$ cat src/rtl/alu_ctrl.sv
// Push-button front end for a small ALU: synchronizes and debounces three buttons,
// loads one operand/control register per accepted press, then captures the ALU result.
module alu_ctrl #(
    parameter int N         = 4,
    parameter int DB_CYCLES = 250000
) (
    input  logic         clk,
    input  logic         rst_n,
    input  logic [9:0]   SWITCH,
    input  logic         B0,
    input  logic         B1,
    input  logic         B2,
    input  logic [N-1:0] RES_in,
    input  logic [3:0]   FC_in,
    output logic [N-1:0] A_reg,
    output logic [N-1:0] B_reg,
    output logic [9:0]   C_reg,
    output logic [N-1:0] RES_q,
    output logic [3:0]   FC_q,
    output logic         res_valid,
    output logic         busy
);

    localparam int CW = $clog2(DB_CYCLES) + 1;
    localparam logic [CW-1:0] CNT_LAST = CW'(DB_CYCLES - 1);
    localparam logic [CW-1:0] CNT_MAX  = '1;

    localparam logic [2:0] ST_IDLE     = 3'd0;
    localparam logic [2:0] ST_DEBOUNCE = 3'd1;
    localparam logic [2:0] ST_LOAD     = 3'd2;
    localparam logic [2:0] ST_EXEC     = 3'd3;
    localparam logic [2:0] ST_CAPTURE  = 3'd4;
    localparam logic [2:0] ST_WAIT_REL = 3'd5;

    localparam logic [2:0] SEL_A = 3'b001;
    localparam logic [2:0] SEL_B = 3'b010;
    localparam logic [2:0] SEL_C = 3'b100;

    logic [2:0]    meta_q, sync_q;
    logic [2:0]    sel;
    logic          sel_legal;
    logic [2:0]    state_q, state_d;
    logic [2:0]    pend_q, pend_d;
    logic [CW-1:0] cnt_q, cnt_d, cnt_inc;
    logic [N-1:0]  a_q, a_d, b_q, b_d, res_q, res_d;
    logic [9:0]    c_q, c_d;
    logic [3:0]    fc_q, fc_d;
    logic          valid_q, valid_d;
    logic          busy_q, busy_d;

    // Buttons idle high, so the synchronizer resets to "released" and sel reads zero.
    always_ff @(posedge clk or negedge rst_n) begin
        if (!rst_n) begin
            meta_q <= 3'b111;
            sync_q <= 3'b111;
        end else begin
            meta_q <= {B2, B1, B0};
            sync_q <= meta_q;
        end
    end

    assign sel       = ~sync_q;
    assign sel_legal = (sel == SEL_A) || (sel == SEL_B) || (sel == SEL_C);
    assign cnt_inc   = (cnt_q == CNT_MAX) ? cnt_q : cnt_q + 1'b1;

    always_comb begin
        state_d = state_q;
        pend_d  = pend_q;
        cnt_d   = cnt_q;
        a_d     = a_q;
        b_d     = b_q;
        c_d     = c_q;
        res_d   = res_q;
        fc_d    = fc_q;
        valid_d = 1'b0;
        case (state_q)
            ST_IDLE: begin
                if (sel_legal) begin
                    state_d = ST_DEBOUNCE;
                    pend_d  = sel;
                    cnt_d   = '0;
                end
            end
            ST_DEBOUNCE: begin
                if (sel != pend_q) begin
                    state_d = ST_IDLE;
                end else if (cnt_q == CNT_LAST) begin
                    state_d = ST_LOAD;
                end else begin
                    cnt_d = cnt_inc;
                end
            end
            ST_LOAD: begin
                case (pend_q)
                    SEL_A:   a_d = SWITCH[N-1:0];
                    SEL_B:   b_d = SWITCH[N-1:0];
                    SEL_C:   c_d = SWITCH;
                    default: ;
                endcase
                state_d = ST_EXEC;
            end
            ST_EXEC: begin
                state_d = ST_CAPTURE;
            end
            ST_CAPTURE: begin
                res_d   = RES_in;
                fc_d    = FC_in;
                valid_d = 1'b1;
                cnt_d   = '0;
                state_d = ST_WAIT_REL;
            end
            ST_WAIT_REL: begin
                // Any non-zero sample, legal or not, restarts the release window.
                if (sel != 3'b000) begin
                    cnt_d = '0;
                end else if (cnt_q == CNT_LAST) begin
                    state_d = ST_IDLE;
                end else begin
                    cnt_d = cnt_inc;
                end
            end
            default: begin
                state_d = ST_IDLE;
            end
        endcase
        busy_d = (state_d != ST_IDLE);
    end

    always_ff @(posedge clk or negedge rst_n) begin
        if (!rst_n) begin
            state_q <= ST_IDLE;
            pend_q  <= '0;
            cnt_q   <= '0;
            a_q     <= '0;
            b_q     <= '0;
            c_q     <= '0;
            res_q   <= '0;
            fc_q    <= '0;
            valid_q <= 1'b0;
            busy_q  <= 1'b0;
        end else begin
            state_q <= state_d;
            pend_q  <= pend_d;
            cnt_q   <= cnt_d;
            a_q     <= a_d;
            b_q     <= b_d;
            c_q     <= c_d;
            res_q   <= res_d;
            fc_q    <= fc_d;
            valid_q <= valid_d;
            busy_q  <= busy_d;
        end
    end

    assign A_reg     = a_q;
    assign B_reg     = b_q;
    assign C_reg     = c_q;
    assign RES_q     = res_q;
    assign FC_q      = fc_q;
    assign res_valid = valid_q;
    assign busy      = busy_q;

endmodule

$ cat config.mk
export PLATFORM = sky130hd
export DESIGN_NAME = alu_ctrl
export DESIGN_NICKNAME = d
export VERILOG_FILES = /design/src/rtl/alu_ctrl.sv
export SDC_FILE = /design/constraint.sdc
export NUM_CORES = 1
export LEC_CHECK = 0
export CORE_MARGIN = 2
export CORE_UTILIZATION = 30
export CTS_BUF_LIST = sky130_fd_sc_hd__clkbuf_4 sky130_fd_sc_hd__clkbuf_8
export DETAILED_ROUTE_END_ITERATION = 7
export GPL_TIMING_DRIVEN = 0
export PLACE_DENSITY = 0.56
export SETUP_SLACK_MARGIN = 0.3
export SLEW_MARGIN = 10
export SYNTH_ARGS = -nofsm -noshare
export SYNTH_HDL_FRONTEND = slang
export SYNTH_SLANG_ARGS = --single-unit
export TNS_END_PERCENT = 5
$ cat constraint.sdc
create_clock -name clk -period 2.7 [get_ports clk]
set_input_delay 0.405 -clock clk [delete_from_list [all_inputs] [get_ports clk]]
set_output_delay 0.405 -clock clk [all_outputs]
set_load 0.01 [all_outputs]
# --- Word-level counts from Yosys, hierarchy flattened ---
# Cells that the tools add are included.
word_totals:
  reg_bits: 59
  in_bits: 23
  word_cells: 54
op_classes:
  add_sub_neg: 1
  n_eq_ne: 16
  muxes: 13
  bitwise: 1
  n_reduce_logical: 11
ops:
  columns: ["op", "n"]
  rows:
  - ["19-bit 2-to-1 mux", 5]
  - ["19-bit case mux with 4 select lines", 1]
  - ["19-bit by 1-bit adder with 19-bit output, second input constant", 1]
  - ["19-bit by 18-bit equality test with 1-bit output, second input constant", 1]
  - ["19-bit equality test, second input constant", 1]
  - ["3-bit case mux with 6 select lines", 1]
  - ["3-bit 2-to-1 mux", 5]
  - ["3-bit by 2-bit equality test with 1-bit output, second input constant", 4]
  - ["3-bit equality test, second input constant", 4]
  - ["3-bit by 1-bit equality test with 1-bit output, second input constant", 3]
  - ["2-bit AND reduction", 4]
  - ["3-bit nonzero test", 2]
  - ["2-bit != test, second input constant", 2]
  - ["4-bit nonzero test", 1]
  - ["3-bit zero test", 1]
  - ["3-bit != test", 1]
  - ["3-bit NOT", 1]
  - ["3-bit AND reduction", 1]
  - ["1-bit logical OR", 2]
  - ["1-bit 2-to-1 mux", 1]

# --- Logic depth before layout (Yosys ltp) ---
depth:
  depth_word: 7
  mapped_depth: 9
  depth_no_buf: 6

# --- Worst setup path before layout ---
# No wires, ideal clock.
synth_timing:
  path_kind: "register -> register"
  from: "register cnt_q[0]"
  to: "register cnt_q[7]"
  setup_ns: 0.119
  arrival_ns: 1.875
  required_ns: 2.581
  path_slack_ns: 0.707
  stages_incl_launch_ff: 10
  n_path_buf: 3
  synth_period_minus_slack_ns: 1.993
  cell_sequence: "dfrtp_1 -> ha_1 -> and3_1 -> clkbuf_1 -> nand4_1 -> o22ai_2 -> buf_4 -> buf_4 -> nor4_1 -> o21a_1"
synth_via:
  elab_chain_cells: 5
  word_cells_on_any_way: 8
  classes_between: "add/sub (1); eq/ne (2); mux (5)"
synth_lines:
  columns: ["item", "line", "text"]
  rows:
  - ["start: declaration", "44", "logic [CW-1:0] cnt_q, cnt_d, cnt_inc;"]
  - ["start signal: assignment", "144", "cnt_q <= cnt_d;"]
  - ["19-bit by 1-bit adder with 19-bit output / 19-bit equality test (equally long branches)", "64", "assign cnt_inc = (cnt_q == CNT_MAX) ? cnt_q : cnt_q + 1'b1;"]
  - ["19-bit 2-to-1 mux", "64", null]
  - ["19-bit 2-to-1 mux *", "87, 116", null]
  - ["19-bit 2-to-1 mux (on tied branches)", "114, 85", null]
  - ["19-bit case mux with 4 select lines *", "76", "case (state_q)"]
# Every way passes the cells marked *; elsewhere a longest branch is shown, timed or not. The select of a mux whose other input is x is not followed.
# A chain may end at the register's enable or synchronous reset.

# --- Worst setup path in the final report ---
# Ends and elaborated chain as after synthesis.

==> results.sh <==
export IMPL_critPathLaunchType="flop"
export IMPL_die_area_mm2=0.0101
export IMPL_cts_buffer_depth=2
export IMPL_syn_inst=246
export IMPL_initial_utilization_pct=30.6
export IMPL_synth_edff_count=0
export IMPL_finalNetCount=331
export IMPL_vias=2125
export IMPL_htreeDepth=3
export IMPL_p_per_area_mw_per_mm2=590
export IMPL_syn_area_mm2=0.00280
export IMPL_mostFrequentLayoutCells="dfrtp_1 (53), clkdlybuf4s50_1 (49), mux2_2 (26)"
export IMPL_drive_gt1_share_pct=20.2
export IMPL_worstPathArrival_ns=2.53
export IMPL_coreArea_mm2=0.00915
export IMPL_yosys_top_cells_area="dfrtp_1 (47%), mux2_2 (10%), dfstp_2 (5.6%)"
export IMPL_crit_chain="ha_1 > and3_1 > clkbuf_2 > nand4_1 > o22ai_2 > buf_4 > buf_4 > nor4_1 > o21a_1"
export IMPL_nFillCells=888
export IMPL_rows=35
export IMPL_syn_num_nets=270
export IMPL_first_iter_violations=167
export IMPL_antenna_found_initial=0
export IMPL_path_buf_inv=3
export IMPL_crit_top_cell="buf_4"
export IMPL_cpPeakStageDelay_ns=0.42
export IMPL_cts_root_buf="clkbuf_8"
export IMPL_slew_headroom_pct=49.6
export IMPL_dr_pass1_iters=4
export IMPL_ys_flop_type="dfrtp_1"
export IMPL_post_route_period_util_pct=85.6
export IMPL_p_leak_nw=1.49
export IMPL_instances_no_fill=423
export IMPL_port_buffers=50
export IMPL_postCtsSetupRepairBufs=0
export IMPL_dpl_hpwl_mm=4.10
export IMPL_regArea_mm2=0.00148
export IMPL_die_width_um=101
export IMPL_pwr_share_clk_pct=37.7
export IMPL_p_switching_w=0.000598
export IMPL_ys_seq_area_share_pct=53.0
export IMPL_ys_ff_latch=59
export IMPL_total_power_w=0.00215
export IMPL_status="finished clean"
export IMPL_cts_sinks=59
export IMPL_p_seq_share_pct=46.2
export IMPL_synthToLayoutAreaGrowth_pct=30.3
export IMPL_worstMarginPinSlew_ns=0.752
export IMPL_num_antenna_cells=0
export IMPL_postCtsHoldBufs=0
export IMPL_p_int_w=0.00155
export IMPL_cts_tree="built"
export IMPL_synthDistinctLibCells=48
export IMPL_setup_worst_path_class="reg2reg"
export IMPL_numCtsBuffers=9
export IMPL_min_delay_path_class="in2async"
export IMPL_setup_viol_count_final=0
export IMPL_grt_pass1_vias=2124
export IMPL_grt_ovfl_total=0
export IMPL_cp_end_kind="flop"
export IMPL_finalCriticalPeriod_ns=2.31
export IMPL_layout_commonest_cell="dfrtp_1"
export IMPL_cts_resized=1
export IMPL_grt_max_degree=60
export IMPL_skew_ns=0.00945
export IMPL_routed_wl_mm=6.01
export IMPL_path_delay_family="buffers and inverters"
export IMPL_ioPinCount=51
export IMPL_drv_slew=0
export IMPL_p_comb_share_pct=16.1
export IMPL_yosysTopAreaCell="dfrtp_1"
export IMPL_avgSynthCellArea_um2=11.4
export IMPL_cp_slowest_cell="dfrtp_1"
export IMPL_vias_per_cell=5.02
export IMPL_ys_warn_count=0
export IMPL_grt_pass1_wl_mm=10.3
export IMPL_rsz0062_at_grt="true"
export IMPL_largest_register_ffs=19
export IMPL_required_ns=2.92
export IMPL_async_flop_share_pct=100
export IMPL_insertion_delay_ns=0.33
export IMPL_wire_per_inst_um=14.2
export IMPL_hold_viol=0
export IMPL_drcViolationCount=0
export IMPL_vdd_drop_max_mv=0.283
export IMPL_drv_cap=0
export IMPL_regToRegSetupSlack_ns=0.39
export IMPL_crit_fanout=10
export IMPL_path_clk_slew_ns=0.07
export IMPL_routabilityCongestion=0.809
export IMPL_multi_input_area_mm2=0.00122
export IMPL_antenna_left=0
export IMPL_fmax_mhz=433
export IMPL_synth_top_area_share_pct=47.4
export IMPL_dieHeight_um=101
export IMPL_dp_cells=407
export IMPL_grt_usage_pct=12.9
export IMPL_swShare_pct=27.8
==> metrics by stage <==
stage	setup TNS, ns	cell area (µm²)	hold slack (ns)	util, %	worst slack [ns]
detailed placement	0	3440	0.347	37.5	0.229
global route	0	3650	0.200	39.8	0.232
global placement	-41.96	3440	0.346	37.6	-0.785
finish	0	3650	0.143	39.8	0.388
CTS	0	3640	0.166	39.8	0.358
floorplan	0	2800	0.109	-	0.707
==> synthesized netlist by cell type (3+ instances only) <==
library cell	count
or3_1	3
and3_1	5
xor2_1	3
a41oi_1	3
inv_1	8
nor4_1	3
and4_1	3
nand3_1	13
mux2i_1	8
dfstp_2	6
nand2b_1	5
o21a_1	4
o21ai_0	4
nor4_2	3
a21oi_1	17
clkbuf_1	8
dfrtp_1	53
mux2_2	26
nand4_1	6
o31ai_1	8
nor2_1	6
nand2_1	14
or4_1	8
==> power groups by stage <==
stage	sequential [W]	clock (W)	combinational [W]
final	0.000993	0.000811	0.000346
after global routing	0.00100	0.000900	0.000390
after CTS	0.000993	0.000852	0.000347
after detailed placement	0.00101	0	0.000345
after global placement	0.00101	0	0.000345
after floorplan	0.00101	0	0.000199
==> routing by layer <==
| layer | vias to the layer above | track usage [%] | wire length, µm |
|---|---|---|---|
| met1 | 1024 | 17.4 | 2840 |
| met3 | 6 | 2.57 | 229 |
| met2 | 56 | 19.6 | 2860 |
| met4 | 0 | 6.53 | 82 |
| li1 | 1039 | - | - |
| met5 | - | 0 | 0 |
==> final timing paths <==
path	from	to	cells after the start
hold / removal	rst_n	cnt_q[5]	1
hold reg to reg	meta_q[2]	sync_q[2]	0
min in group clk	meta_q[2]	sync_q[2]	0
setup / recovery	cnt_q[0]	cnt_q[7]	9
max in group asynchronous	rst_n	A_reg[3]	1
setup reg to reg	cnt_q[0]	cnt_q[7]	9
==> cell families (layout without fill, tap and decap cells) <==
group                    count (synthesis)  in the layout  share of synthesized area (%)
adder cells (fa/ha/maj)                  2              2                          0.805
XOR/XNOR                                 4              4                           1.25
multiplexers                            34             34                           13.3
AND/OR/NAND/NOR                         78             78                           16.7
buffers and inverters                   22             88                           3.58
AO/OA/AOI/OAI                           47             47                           11.3
flip-flops                              59             59                           53.0
==> final cells by class <==
class / instances / area share, %
flip-flops and latches: 59 / 40.7
multi-input cells: 165 / 33.5
repair buffers: 50 / 13.7
well taps: 111 / 3.81
clock buffers: 10 / 3.77
plain buffers: 14 / 1.99
clock inverters: 6 / 1.78
inverters: 8 / 0.824
Power figures use the tool's default switching activity.
